[config.mk]
export PLATFORM = sky130hd
export DESIGN_NAME = dmem_interface
export DESIGN_NICKNAME = d
export VERILOG_FILES = /design/src/rtl/dmem_interface_pkg.sv /design/src/rtl/dmem_interface_lsu_align.sv /design/src/rtl/dmem_interface.sv
export SDC_FILE = /design/constraint.sdc
export NUM_CORES = 1
export LEC_CHECK = 0
export CAP_MARGIN = 5
export CORE_ASPECT_RATIO = 0.5
export CORE_MARGIN = 3
export CORE_UTILIZATION = 45
export CTS_CLUSTER_SIZE = 30
export DETAILED_ROUTE_END_ITERATION = 7
export PLACE_DENSITY = 0.81
export SLEW_MARGIN = 20
export SYNTH_ARGS = -nofsm -noshare
export SYNTH_HDL_FRONTEND = slang
export SYNTH_HIERARCHICAL = 1
export SYNTH_SLANG_ARGS = --single-unit
[constraint.sdc]
create_clock -name s_clk_i -period 2.2 [get_ports s_clk_i]
set_clock_uncertainty 0.15 [all_clocks]
set_input_delay 0.22 -clock s_clk_i [delete_from_list [all_inputs] [get_ports s_clk_i]]
set_output_delay 0.22 -clock s_clk_i [all_outputs]
set_load 0.01 [all_outputs]
[src/rtl/dmem_interface_pkg.sv]
// Shared LSU types: FSM state encoding, access size encodings and the alignment rule.
package p_hardisc;

  localparam int unsigned XLEN = 32;
  localparam int unsigned BE_W = XLEN / 8;

  typedef enum logic [1:0] {
    IDLE  = 2'b00,
    REQ   = 2'b01,
    WAIT  = 2'b10,
    DRAIN = 2'b11
  } lsu_state_e;

  localparam logic [1:0] SIZE_B = 2'b00;
  localparam logic [1:0] SIZE_H = 2'b01;
  localparam logic [1:0] SIZE_W = 2'b10;

  // Size 2'b11 is not a legal access and is reported like a misaligned one.
  function automatic logic is_misaligned(input logic [1:0] size, input logic [1:0] off);
    logic mis;
    mis = 1'b0;
    case (size)
      SIZE_B:  mis = 1'b0;
      SIZE_H:  mis = off[0];
      SIZE_W:  mis = (off != 2'b00);
      default: mis = 1'b1;
    endcase
    return mis;
  endfunction

endpackage

[src/rtl/dmem_interface_lsu_align.sv]
// Byte-lane steering: store byte-enables and data replication on the request side,
// load byte/half extraction and sign/zero extension on the response side.
module lsu_align
  import p_hardisc::*;
(
  input  logic [1:0]      req_size_i,
  input  logic [1:0]      req_off_i,
  input  logic [XLEN-1:0] req_wdata_i,
  output logic [BE_W-1:0] be_o,
  output logic [XLEN-1:0] wdata_o,
  input  logic [1:0]      rsp_size_i,
  input  logic [1:0]      rsp_off_i,
  input  logic            rsp_unsigned_i,
  input  logic [XLEN-1:0] rsp_rdata_i,
  output logic [XLEN-1:0] rdata_o
);

  logic [XLEN-1:0] shifted;
  logic            sext;

  always_comb begin
    be_o    = 4'b1111;
    wdata_o = req_wdata_i;
    case (req_size_i)
      SIZE_B: begin
        be_o    = 4'b0001 << req_off_i;
        wdata_o = {4{req_wdata_i[7:0]}};
      end
      SIZE_H: begin
        be_o    = 4'b0011 << req_off_i;
        wdata_o = {2{req_wdata_i[15:0]}};
      end
      default: begin
        be_o    = 4'b1111;
        wdata_o = req_wdata_i;
      end
    endcase
  end

  always_comb begin
    shifted = rsp_rdata_i >> {rsp_off_i, 3'b000};
    sext    = 1'b0;
    rdata_o = rsp_rdata_i;
    case (rsp_size_i)
      SIZE_B: begin
        sext    = ~rsp_unsigned_i & shifted[7];
        rdata_o = {{24{sext}}, shifted[7:0]};
      end
      SIZE_H: begin
        sext    = ~rsp_unsigned_i & shifted[15];
        rdata_o = {{16{sext}}, shifted[15:0]};
      end
      default: rdata_o = rsp_rdata_i;
    endcase
  end

endmodule

[src/rtl/dmem_interface.sv]
// Data-memory load/store unit: accepts one EX-stage access at a time, runs the
// req/gnt/rvalid bus handshake and returns the extended load result.
module dmem_interface
  import p_hardisc::*;
(
  input  logic            s_clk_i,
  input  logic            s_resetn_i,
  input  logic            s_flush_i,
  input  logic            s_valid_i,
  input  logic            s_store_i,
  input  logic [1:0]      s_size_i,
  input  logic            s_unsigned_i,
  input  logic [XLEN-1:0] s_address_i,
  input  logic [XLEN-1:0] s_wdata_i,
  output logic            s_ready_o,
  output logic            s_stall_o,
  output logic            s_dmem_req_o,
  output logic            s_dmem_we_o,
  output logic [XLEN-1:0] s_dmem_addr_o,
  output logic [BE_W-1:0] s_dmem_be_o,
  output logic [XLEN-1:0] s_dmem_wdata_o,
  input  logic            s_dmem_gnt_i,
  input  logic            s_dmem_rvalid_i,
  input  logic [XLEN-1:0] s_dmem_rdata_i,
  input  logic            s_dmem_err_i,
  output logic            s_done_o,
  output logic [XLEN-1:0] s_rdata_o,
  output logic            s_misaligned_o,
  output logic            s_bus_err_o
);

  lsu_state_e      state_q, state_d;
  logic [XLEN-1:0] addr_q, addr_d;
  logic [BE_W-1:0] be_q, be_d;
  logic [XLEN-1:0] wdata_q, wdata_d;
  logic            we_q, we_d;
  logic [1:0]      size_q, size_d;
  logic            uns_q, uns_d;
  logic            done_q, done_d;
  logic [XLEN-1:0] rdata_q, rdata_d;
  logic            mis_q, mis_d;
  logic            err_q, err_d;

  logic [BE_W-1:0] align_be;
  logic [XLEN-1:0] align_wdata;
  logic [XLEN-1:0] align_rdata;
  logic            accept;
  logic            req_mis;

  lsu_align u_align (
    .req_size_i     (s_size_i),
    .req_off_i      (s_address_i[1:0]),
    .req_wdata_i    (s_wdata_i),
    .be_o           (align_be),
    .wdata_o        (align_wdata),
    .rsp_size_i     (size_q),
    .rsp_off_i      (addr_q[1:0]),
    .rsp_unsigned_i (uns_q),
    .rsp_rdata_i    (s_dmem_rdata_i),
    .rdata_o        (align_rdata)
  );

  assign accept  = (state_q == IDLE) & s_valid_i & ~s_flush_i;
  assign req_mis = is_misaligned(s_size_i, s_address_i[1:0]);

  // Flush withdraws a pending request in the same cycle.
  assign s_ready_o    = accept;
  assign s_dmem_req_o = (state_q == REQ) & ~s_flush_i;

  // In DRAIN a waiting EX access cannot be taken yet, so it must hold too.
  always_comb begin
    s_stall_o = 1'b0;
    case (state_q)
      IDLE:    s_stall_o = s_valid_i & s_flush_i;
      REQ:     s_stall_o = 1'b1;
      WAIT:    s_stall_o = 1'b1;
      DRAIN:   s_stall_o = s_valid_i;
      default: s_stall_o = 1'b0;
    endcase
  end

  always_comb begin
    state_d = state_q;
    addr_d  = addr_q;
    be_d    = be_q;
    wdata_d = wdata_q;
    we_d    = we_q;
    size_d  = size_q;
    uns_d   = uns_q;
    done_d  = 1'b0;
    rdata_d = '0;
    mis_d   = 1'b0;
    err_d   = 1'b0;
    case (state_q)
      IDLE: begin
        if (accept) begin
          if (req_mis) begin
            mis_d  = 1'b1;
            done_d = 1'b1;
          end else begin
            state_d = REQ;
            addr_d  = s_address_i;
            be_d    = align_be;
            wdata_d = align_wdata;
            we_d    = s_store_i;
            size_d  = s_size_i;
            uns_d   = s_unsigned_i;
          end
        end
      end
      REQ: begin
        if (s_flush_i) begin
          state_d = s_dmem_gnt_i ? DRAIN : IDLE;
        end else if (s_dmem_gnt_i) begin
          state_d = WAIT;
        end
      end
      WAIT: begin
        if (s_dmem_rvalid_i) begin
          state_d = IDLE;
          if (!s_flush_i) begin
            done_d  = 1'b1;
            err_d   = s_dmem_err_i;
            rdata_d = we_q ? '0 : align_rdata;
          end
        end else if (s_flush_i) begin
          state_d = DRAIN;
        end
      end
      DRAIN: begin
        if (s_dmem_rvalid_i) state_d = IDLE;
      end
      default: state_d = IDLE;
    endcase
  end

  always_ff @(posedge s_clk_i or negedge s_resetn_i) begin
    if (!s_resetn_i) begin
      state_q <= IDLE;
      addr_q  <= '0;
      be_q    <= '0;
      wdata_q <= '0;
      we_q    <= 1'b0;
      size_q  <= '0;
      uns_q   <= 1'b0;
      done_q  <= 1'b0;
      rdata_q <= '0;
      mis_q   <= 1'b0;
      err_q   <= 1'b0;
    end else begin
      state_q <= state_d;
      addr_q  <= addr_d;
      be_q    <= be_d;
      wdata_q <= wdata_d;
      we_q    <= we_d;
      size_q  <= size_d;
      uns_q   <= uns_d;
      done_q  <= done_d;
      rdata_q <= rdata_d;
      mis_q   <= mis_d;
      err_q   <= err_d;
    end
  end

  assign s_dmem_we_o    = we_q;
  assign s_dmem_addr_o  = {addr_q[XLEN-1:2], 2'b00};
  assign s_dmem_be_o    = be_q;
  assign s_dmem_wdata_o = wdata_q;
  assign s_done_o       = done_q;
  assign s_rdata_o      = rdata_q;
  assign s_misaligned_o = mis_q;
  assign s_bus_err_o    = err_q;

endmodule

=== Word level (Yosys, flattened, before mapping) ===
Index checks and enable logic that the tools add are counted.

* Output and inout port bits: 107
* Bits of input ports: 107
* Register bits after elaboration: 109
* Word-level logic and storage cells: 68

* Equality and inequality tests: 11
* Multiplexer cells: 27
* Bitwise logic cells: 9
* Reductions and logical operators: 7
* Shift-type cells: 3

{| class="wikitable"
|+ Operators with widths
! operator !! count
|-
| $mux W32 || 4
|-
| $pmux W32 S2 || 2
|-
| $shr A32 B5 Y16 || 1
|-
| $mux W2 || 8
|-
| $mux W1 || 8
|-
| $pmux W2 S4 || 1
|-
| $pmux W4 S2 || 1
|-
| $and A1 B1 Y1 || 6
|-
| $eq A2 B1 Y1 const B || 3
|-
| $eq A2 B2 Y1 const B || 3
|-
| $logic_not A2 Y1 || 3
|-
| $ne A2 B2 Y1 const B || 3
|-
| $ne A3 B3 Y1 const B || 2
|-
| $pmux W1 S3 || 2
|-
| $reduce_and A5 Y1 || 1
|-
| $shl A1 B2 Y4 const A || 1
|-
| $shl A2 B2 Y4 const A || 1
|-
| $not A1 Y1 || 3
|-
| $reduce_and A3 Y1 || 1
|-
| $pmux W1 S2 || 1
|-
| $reduce_bool A2 Y1 || 1
|-
| $reduce_or A2 Y1 || 1
|}

=== Longest topological paths before layout ===
Gate-level depths: netlist (run 1).

* Depth in word-level cells: 7
* Depth in mapped cells: 6
* Gate-level depth less buffers: 6

=== Cells and area by module ===
Netlist (run 1), hierarchy kept.

{| class="wikitable"
|+ Modules (own cells, without submodules)
! module !! area an instance (sq um) !! times used !! cells an instance !! seq. area each (sq um)
|-
| dmem_interface || 4574.4 || 1 || 287 || 2727.6
|-
| lsu_align || 1178.6 || 1 || 171 || 0.0
|}

=== Worst setup path before layout (run 1) ===
No wires, ideal clock.

* Path type: register to register
* Start point: register state_q[0]
* End point: register addr_q[0]
* Buffers on the path: 1
* Cell stages (with the launch flop): 7
* Slack: 0.322 ns
* Clock period less this slack: 1.878 ns
* Arrival: 1.603 ns
* Path through: dfrtp_1 inv_1 ha_1 and3b_2 o21ai_4 buf_6 mux2_4

* Cells in the longest elaborated chain, start to end: 4

{| class="wikitable"
|+ Ends and longest elaborated chain
! what !! RTL line !! text
|-
| start: declaration || dmem_interface.sv:32 || <nowiki>lsu_state_e state_q, state_d;</nowiki>
|-
| start signal: assignment || dmem_interface.sv:151 || <nowiki>state_q <= state_d;</nowiki>
|-
| $logic_not A2 Y1 || dmem_interface.sv:63 || <nowiki>assign accept = (state_q == IDLE) & s_valid_i & ~s_flush_i;</nowiki>
|-
| $and A1 B1 Y1 (2 in series) || dmem_interface.sv:63 ||
|-
| net s_ready_o || dmem_interface.sv:15 || <nowiki>output logic s_ready_o,</nowiki>
|-
| $reduce_and A3 Y1 (no line) || - ||
|-
| end signal: assignment || dmem_interface.sv:152 || <nowiki>addr_q <= addr_d;</nowiki>
|-
| end: declaration || dmem_interface.sv:33 || <nowiki>logic [XLEN-1:0] addr_q, addr_d;</nowiki>
|}

The timed path passes the listed nets, and every way through them passes these cells.
A chain may end at the register's enable or synchronous reset.

=== Final worst setup path (run 1) ===
* Start point: register state_q[1]
* End point: output port s_dmem_req_o

* Cells in the longest elaborated chain, start to end: 2

{| class="wikitable"
|+ Ends and longest elaborated chain
! what !! RTL line !! text
|-
| $eq A2 B1 Y1 || dmem_interface.sv:68 || <nowiki>assign s_dmem_req_o = (state_q == REQ) & ~s_flush_i;</nowiki>
|-
| $and A1 B1 Y1 || dmem_interface.sv:68 ||
|-
| end: declaration || dmem_interface.sv:17 || <nowiki>output logic s_dmem_req_o,</nowiki>
|}

No other way between the ends.

==> results of run 1 <==
==> power by group <==
part,switching [uW],leakage (uW),total (uW),internal (uW)
Combinational,1870,0.00228,4660,2790
Clock,737,0.000136,1540,806
Sequential,453,0.00138,3170,2710
==> logic make-up after synthesis <==
logic type	Yosys count	synth area share, %
and+or+nand+nor	95	8.66
adders and majority gates	4	0.870
AOI/OAI and AO/OA	72	9.16
DFF	109	47.4
muxes	106	25.3
other	1	0.0652
buffers and inverters	71	8.50
==> metrics by stage <==
stage	instance area (um^2)	total power [uW]	util, %	hold WS, ns	instances
after CTS	8170	9450	67.2	0.220	815
final	8170	9370	67.2	0.231	815
after floorplan	5760	6040	-	-0.226	459
after detailed placement	7880	7860	64.8	0.0516	799
after global routing	8170	9910	67.2	0.255	815
after global placement	7880	7710	64.8	0.0499	799
==> flip-flops by register name, summed over array words and instances, names as in the netlist <==
name	count
addr_q	32
s_dmem_wdata_o	32
s_rdata_o	32
s_dmem_be_o	4
size_q	2
state_q	2
s_bus_err_o	1
s_dmem_we_o	1
s_done_o	1
s_misaligned_o	1
uns_q	1
==> layout by cell type (no fill, tap or decap), types with 3 or more instances in the layout <==
cell / netlist / layout
o21bai_1: 3 / 3
a21oi_1: 3 / 3
nor2_1: 4 / 4
a221oi_1: 3 / 3
buf_4: 41 / 23
inv_1: 8 / 8
o31ai_1: 7 / 7
a22o_1: 3 / 3
clkdlybuf4s50_1: 0 / 208
ha_1: 4 / 3
mux2_2: 23 / 23
nor2b_1: 5 / 5
buf_12: 0 / 5
nand3b_1: 4 / 4
and2_1: 32 / 32
mux2_4: 71 / 71
clkbuf_16: 0 / 9
a22oi_1: 5 / 5
o2bb2ai_1: 4 / 4
o211a_1: 3 / 3
mux2i_1: 11 / 11
nand2_1: 40 / 40
o21ai_0: 29 / 29
dfrtp_1: 109 / 109
==> path summary, 6_finish.rpt <==
path / from / to / cells past startpoint
min in group s_clk_i: s_dmem_err_i / s_bus_err_o / 3
min reg2reg: addr_q[24] / addr_q[24] / 1
max in group asynchronous: s_resetn_i / addr_q[24] / 3
max reg2reg: state_q[0] / addr_q[7] / 7
max: state_q[1] / s_dmem_req_o / 4
min: s_resetn_i / addr_q[5] / 2
==> layer usage <==
layer	global-route usage [%]	vias to the layer above	routed length [um]
li1	-	1924	-
met1	24.4	2043	5910
met2	37.7	124	7930
met3	4.37	21	678
met4	5.74	0	254
met5	0	-	0
==> cell type report <==
class / count / area (um^2) / share of cell area (%)
clock buffers: 10 / 239 / 2.92
multi-input cells: 279 / 2540 / 31.1
repair buffers: 239 / 2380 / 29.2
flip-flops and latches: 109 / 2730 / 33.4
inverters: 8 / 30.0 / 0.368
clock inverters: 5 / 42.5 / 0.521
well taps: 165 / 206 / 2.53
==> repair_timing <==
item / 4_1_cts / 5_1_grt
setup buffers: 0 / 0
hold buffers: 1 / 0
resized for setup: 3 / 0
hold endpoints to repair: 32 / 0
endpoints found under the setup margin: 2 / 0
==> cell usage after synthesis (4+ instances only) <==
library cell / instances / area, um^2
clkbuf_1: 12 / 45.0
ha_1: 4 / 50.1
o2bb2ai_1: 4 / 35.0
a22oi_1: 5 / 37.5
o31ai_1: 7 / 52.6
mux2_4: 71 / 1070
nand3b_1: 4 / 30.0
mux2i_1: 11 / 110
mux2_2: 23 / 259
and2_1: 32 / 200
nand2_1: 40 / 150
nor2b_1: 5 / 31.3
buf_6: 9 / 101
inv_1: 8 / 30.0
o21ai_0: 29 / 145
buf_4: 41 / 308
nor2_1: 4 / 15.0
dfrtp_1: 109 / 2730
==> metrics, run 1 <==
row cnt=28; FF+latch count, synth=109; Nets=757; Clock Path Buffers=2; pre-CTS WS=0.0508 ns; maximum VDD drop=approximately 0.56 mV; Worst EP arrival=1.72 ns; DP HPWL=about 11 mm; asr flop ratio synth=100%; Filler cells=914; min-delay worst type=input port to async pin; Initial Utilization=47.3%; syn avg cell area=12.6 um^2; worst-skew pair later-pin latency=0.34 ns; CP bufs+invs=2; GRT Total Usage=20.4%; R2R setup slack=~0.18 ns; final hold vios=0; PD cells=1150 nW/um^2; Primary FF master, synth=dfrtp_1; Clock Sinks=109; vias in the first global route=4,375; CP endpoint kind=output pin; setup TNS=0 ns; fmax=0.479 GHz; Req. time, crit path=~1.8 ns; DR iter-0 viols=159; CP max-delay cell=clkdlybuf4s50_1; worst-path fanout max=4; Detail Route Antenna Nets=0; ANT cells=0; I/O pin total=214; slowest stage delay, CP=0.54 ns; CTS tree=done; number of antenna violations at the first check in global routing=0; Post-Route WL=14.8 mm; Post-Syn Area=5750 um^2; first-pass GRT wire length=roughly 23 mm; Slew Viols, Final=0; Final Worst Setup Slack=between 0.1 and 0.15 ns; TritonCTS buffer count=9; gpl congestion=0.876; RSZ-0062 raised after global routing=false; Rel. slew slack=62.7%; Max Cap Violations=0; Routed wire per std cell=between 15 and 20 um; worst-margin pin slew=approximately 0.56 ns; die width=166 um; DR DRC count=0; Startpoint Class=register; CTS Root Cell=clkbuf_16; P&R area growth vs syn=42.0%; crit-path cells=inv_1 -> ha_1 -> and2b_1 -> clkdlybuf4s50_1; Synth Instances=between 400 and 500; post-synthesis sequential area ratio=47.4%; die area=14,300 um^2; DR pass1 iterations=4; total grt overflow=0; status=finished clean; core area=12,200 um^2; CTS H-tree lvls=3; CTS clk-pin slew, worst paths=approximately 0.07 ns; Setup CP Type=register to output pin; Via density=between 5 and 6; Post-synth EDFFs=0; ratio of cells with drive above 1 in the final layout=between 20% and 30%; minimum clock period=2.09 ns; crit-path leading delay family=buffers and inverters; number of buffers added on ports=211; detailed-route via count=4,112; largest net degree at the start of global routing=between 40 and 50; fin crit share=94.8%; Static Leakage=0.00380 uW; YS warnings=6; Yosys cell types=46; Die Y=86.0 um; final setup vio count=0
Note: power is estimated with default switching activity, not from simulation.
==> inputs of run 2 (changes only) <==
--- a/config.mk
+++ b/config.mk
@@ -8,10 +8,10 @@
 export CAP_MARGIN = 5
 export CORE_ASPECT_RATIO = 0.5
 export CORE_MARGIN = 3
-export CORE_UTILIZATION = 45
+export CORE_UTILIZATION = 40
 export CTS_CLUSTER_SIZE = 30
 export DETAILED_ROUTE_END_ITERATION = 7
-export PLACE_DENSITY = 0.81
+export PLACE_DENSITY = 0.73
 export SLEW_MARGIN = 20
 export SYNTH_ARGS = -nofsm -noshare
 export SYNTH_HDL_FRONTEND = slang
==> constraint.sdc (replaced) <==
create_clock -name s_clk_i -period 2.2 [get_ports s_clk_i]
set_clock_uncertainty 0.15 [all_clocks]
set_input_delay 0.22 -clock s_clk_i [delete_from_list [all_inputs] [get_ports s_clk_i]]
set_output_delay 0.22 -clock s_clk_i [all_outputs]
set_load 0.005 [all_outputs]
==> run 2 against run 1 <==
Critical path depth stayed put. Largest power group unchanged. Setup slack got worse by 0.030 ns. First-iteration DRC count is 14% higher. Register-to-register slack worse by 0.02 ns. Wire length rose by 0.12%. Die area grew 12%. Largest cell class unchanged. Utilization fell by 7.6 points.
==> metrics, run 2 (synthesis results as in run 1) <==
Initial Utilization=41.6%; pre-CTS WS=slightly above 0.07 ns; cell count after placement=~800; Post-Route WL=14.8 mm; number of buffers added on ports=211; Final Worst Setup Slack=between 0.08 and 0.09 ns; Final Hold Slack=0.210 ns; Max Cap Violations=0; gpl congestion=between 0.8 and 0.9; setup TNS=0 ns; GRT Total Usage=18.6%; Setup CP Type=register to output pin; die area=15,900 um^2; total grt overflow=0; Req. time, crit path=1.83 ns; fmax=0.473 GHz; largest net degree at the start of global routing=46; CTS clk-pin slew, worst paths=approximately 0.070 ns; worst-skew pair later-pin latency=0.34 ns; Via density=4.79; Filler cells=1,134; final hold vios=0; final setup vio count=0; R2R depth=7; Die Y=around 91 um; core area=approximately 14,000 um^2; DR iter-0 viols=182; DR pass1 iterations=5; CP max-delay cell=clkdlybuf4s50_1; vias in the first global route=4,193; fin util=about 60%; fin crit share=96.2%; crit path launch=state_q[1]; Clock Sinks=109; Static Leakage=approximately 0.0038 uW; Rel. slew slack=62.4%; Startpoint Class=register; maximum VDD drop=~0.43 mV; RSZ-0062 raised after global routing=false; worst-path fanout max=5; number of antenna violations at the first check in global routing=0; Nets=757; die width=176 um; crit-path cells=inv_1 -> ha_4 -> and3b_2 -> clkdlybuf4s50_1; Detail Route Antenna Nets=0; first-pass GRT wire length=23.7 mm; commonest cells after routing, fill and taps aside=clkdlybuf4s50_1 (209), dfrtp_1 (109), mux2_4 (71); row cnt=30; Worst EP arrival=1.75 ns; CTS Root Cell=clkbuf_16; Clock Path Buffers=2; TritonCTS buffer count=9; ratio of cells with drive above 1 in the final layout=22.7%; DR DRC count=0; status=finished clean; ANT cells=0; I/O pin total=214; CTS H-tree lvls=3; CP endpoint kind=output pin; slowest stage delay, CP=0.51 ns; min-delay worst type=input port to async pin; P&R area growth vs syn=43.1%; non-filler cells, final=843; DP HPWL=11.0 mm; detailed-route via count=4,036; worst-margin pin slew=0.563 ns; PD cells=1110 nW/um^2; Slew Viols, Final=0; Routed wire per std cell=17.5 um; CTS tree=done; minimum clock period=2.12 ns; most common cell after layout, fill and taps aside=clkdlybuf4s50_1; worst flop-to-flop path startpoint=state_q[1]
## run 2: cell types whose count changed in the layout (fill, tap and decap cells not counted), sizes merged
cell / delta
clkinv: +2
dlygate4sd2: -1
clkdlybuf4s50: +1
clkinvlp: -1
## run 2: worst paths after layout
| check | end | slack, ns |
|---|---|---|
| worst min register to register | addr_q[26] | 0.36 |
| min in group s_clk_i | s_bus_err_o | 0.25 |
| worst max-delay path | s_ready_o | 0.08 |
| max in group asynchronous | addr_q[24] | 1.10 |
| worst max register to register | addr_q[7] | 0.16 |
| worst min-delay path | addr_q[6] | 0.21 |
## run 2: cell type report
type	instances	area [um^2]	share of cell area (%)
flip-flops and latches	109	2730	33.1
multi-input cells	279	2550	31.0
repair buffers	239	2400	29.1
well taps	192	240	2.92
clock buffers	10	239	2.90
clock inverters	6	45.0	0.547
inverters	8	30.0	0.365
## run 2: critical path, delay by kind of cell, from the launching register on
family | cells | cell delay, ns
buffers and inverters | 2 | 0.65
flip-flops | 1 | 0.41
AND/OR/NAND/NOR | 1 | 0.19
adder cells (fa/ha/maj) | 1 | 0.17
## run 2: layer usage
layer  vias to the layer above  GRT usage [%]  share of wire, %
met5                         -              0                 0
met4                         0           4.67               1.5
met3                        15           3.69               4.2
met2                       110           31.9                51
met1                      1982           24.3                43
li1                       1929              -                 -
## run 2: timing repair
action                                 4_1_cts  5_1_grt
endpoints found under the hold margin       27        0
gates resized for setup                      2        1
setup buffers                                1        2
setup endpoints to repair                    1        1
pin swaps                                    1        0
hold buffers                                 1        0
## run 2: through the flow
step	total power [uW]	area [um^2]
5_1_grt	9740	8230
3_3_place_gp	7500	7900
4_1_cts	9220	8210
3_5_place_dp	7580	7900
6_report	9160	8230
2_1_floorplan	5770	5760
## run 2: where the power goes
part	internal [uW]	switching (uW)	leakage (uW)
combinational	2850	1570	0.00229
clock	809	760	0.000143
sequential	2710	464	0.00138
==> inputs of run 3 (changes only) <==
--- a/config.mk
+++ b/config.mk
@@ -8,10 +8,10 @@
 export CAP_MARGIN = 5
 export CORE_ASPECT_RATIO = 0.5
 export CORE_MARGIN = 3
-export CORE_UTILIZATION = 40
+export CORE_UTILIZATION = 45
 export CTS_CLUSTER_SIZE = 30
 export DETAILED_ROUTE_END_ITERATION = 7
-export PLACE_DENSITY = 0.73
+export PLACE_DENSITY = 0.81
 export SLEW_MARGIN = 20
 export SYNTH_ARGS = -nofsm -noshare
 export SYNTH_HDL_FRONTEND = slang
==> run 3 against run 2 <==
Register-to-register slack about the same. Hold slack better by 0.015 ns. Sequential share of layout area up 0.12 points. Sequential power about the same. Non-clock buffer count up 2. Design area down 0.36%.
==> metrics, run 3 (synthesis results as in run 1) <==
worst-margin pin slew=0.551 ns; maximum VDD drop=0.526 mV; min-delay worst type=input port to async pin; Clock Sinks=109; post-route cell area=slightly above 8000 um^2; status=finished clean; Clock Path Buffers=2; CP max-delay cell=clkdlybuf4s50_1; CTS tree=done; number of antenna violations at the first check in global routing=0; DR iter-0 viols=135; number of buffers added on ports=211; Static Leakage=about 0.0038 uW; Max Cap Violations=0; most common cell after layout, fill and taps aside=clkdlybuf4s50_1; CTS H-tree lvls=3; DR pass1 iterations=4; Post-Route WL=approximately 15 mm; final hold vios=0; row cnt=28; largest net degree at the start of global routing=47; gpl congestion=approximately 0.88; Sw Share=30.9%; setup TNS=0 ns; ANT cells=0; die width=about 170 um; fin util=67.5%; core area=~12,000 um^2; worst-skew pair later-pin latency=about 0.34 ns; CP endpoint kind=output pin; Clk pwr share=16.9%; minimum clock period=2.09 ns; final setup vio count=0; Setup CP Type=register to output pin; Routed wire per std cell=18.3 um; TritonCTS buffer count=9; PD cells=1120 nW/um^2; Slew Viols, Final=0; vias in the first global route=4,382; I/O pin total=214; Nets=759; Sw Pwr=2830 uW; Filler cells=a little over 900; slowest stage delay, CP=roughly 0.5 ns; Via density=5.05; Initial Utilization=47.3%; detailed-route via count=4,128; Die Y=86.0 um; DP HPWL=11.3 mm; Worst EP arrival=1.72 ns; CTS clk-pin slew, worst paths=0.07 ns; logic gate share of total power=48.5%; GRT Total Usage=20.6%; total grt overflow=0; RSZ-0062 raised after global routing=false; Reg power frac=34.6%; DR DRC count=0; P&R area growth vs syn=42.5%; commonest cells after routing, fill and taps aside=clkdlybuf4s50_1 (209), dfrtp_1 (109), mux2_4 (71); Int Pwr=6340 uW; first-pass GRT wire length=around 24 mm; Detail Route Antenna Nets=0; Req. time, crit path=1.83 ns; crit-path cells=inv_2 -> ha_4 -> and3b_2 -> clkdlybuf4s50_1; fmax=0.478 GHz; Final Hold Slack=0.225 ns; Multi-input gate area=2550 um^2; die area=between 10,000 and 15,000 um^2; placed inst area=7880 um^2; CTS Root Cell=clkbuf_16; fin crit share=95.2%; Rel. slew slack=a little over three fifths; ratio of cells with drive above 1 in the final layout=23.2%; worst-path fanout max=5; Storage cell area=2730 um^2; Startpoint Class=register
## run 3: cell types whose count changed in the layout (fill, tap and decap cells not counted), moves of 2 or more
cell | before | now
buf_4 | 22 | 25
inv_2 | 0 | 2
inv_1 | 8 | 6
clkinv_2 | 2 | 0
## run 3: final timing paths
check | slack (ns) | start | cells after the start | end
setup / recovery | 0.11 | state_q[1] | 4 | s_ready_o
hold / removal | 0.23 | s_resetn_i | 2 | addr_q[8]
setup reg to reg | 0.15 | state_q[1] | 8 | addr_q[7]
hold reg to reg | 0.36 | addr_q[24] | 1 | addr_q[24]
max in group asynchronous | 1.07 | s_resetn_i | 3 | addr_q[24]
min in group s_clk_i | 0.25 | s_dmem_err_i | 3 | s_bus_err_o
## run 3: worst max-delay path, delay by kind of cell (launching register included)
kind	cells	cell delay, ns
buffers and inverters	2	0.61
DFF	1	0.41
and+or+nand+nor	1	0.20
adders and majority gates	1	0.17
## run 3: power by group through the flow
stage	clock network [uW]	logic, uW	registers, uW
3_3_place_gp	0	4290	3150
4_1_cts	1590	4450	3180
5_1_grt	1690	4760	3270
6_report	1550	4450	3170
2_1_floorplan	0	2630	3130
3_5_place_dp	0	4410	3180
## run 3: repair_timing
item / CTS / global route
hold buffers: 1 / 0
gates resized for setup: 4 / 2
buffers inserted: 0 / 2
endpoints found under the hold margin: 32 / 0
setup endpoints to repair: 2 / 2
## run 3: metal layers
| layer | global-route usage [%] | vias to the layer above | routed length, um |
|---|---|---|---|
| met4 | 5.74 | 0 | 272 |
| li1 | - | 1927 | - |
| met5 | 0 | - | 0 |
| met2 | 38.4 | 117 | 8130 |
| met1 | 24.6 | 2061 | 5940 |
| met3 | 4.24 | 23 | 645 |
## run 3: layout make-up
| class | count | share of cell area, % |
|---|---|---|
| clock buffers | 10 | 2.91 |
| inverters | 8 | 0.366 |
| repair buffers | 241 | 29.3 |
| multi-input cells | 279 | 31.1 |
| clock inverters | 5 | 0.519 |
| well taps | 165 | 2.52 |
| flip-flops and latches | 109 | 33.3 |
## run 3: per-stage QoR
stage,power (uW),setup slack (ns),instances
finish,9170,0.106,817
global placement,7440,0.115,799
detailed placement,7590,0.0508,799
CTS,9220,0.0150,815
global route,9710,0.0407,817
floorplan,5770,0.338,459
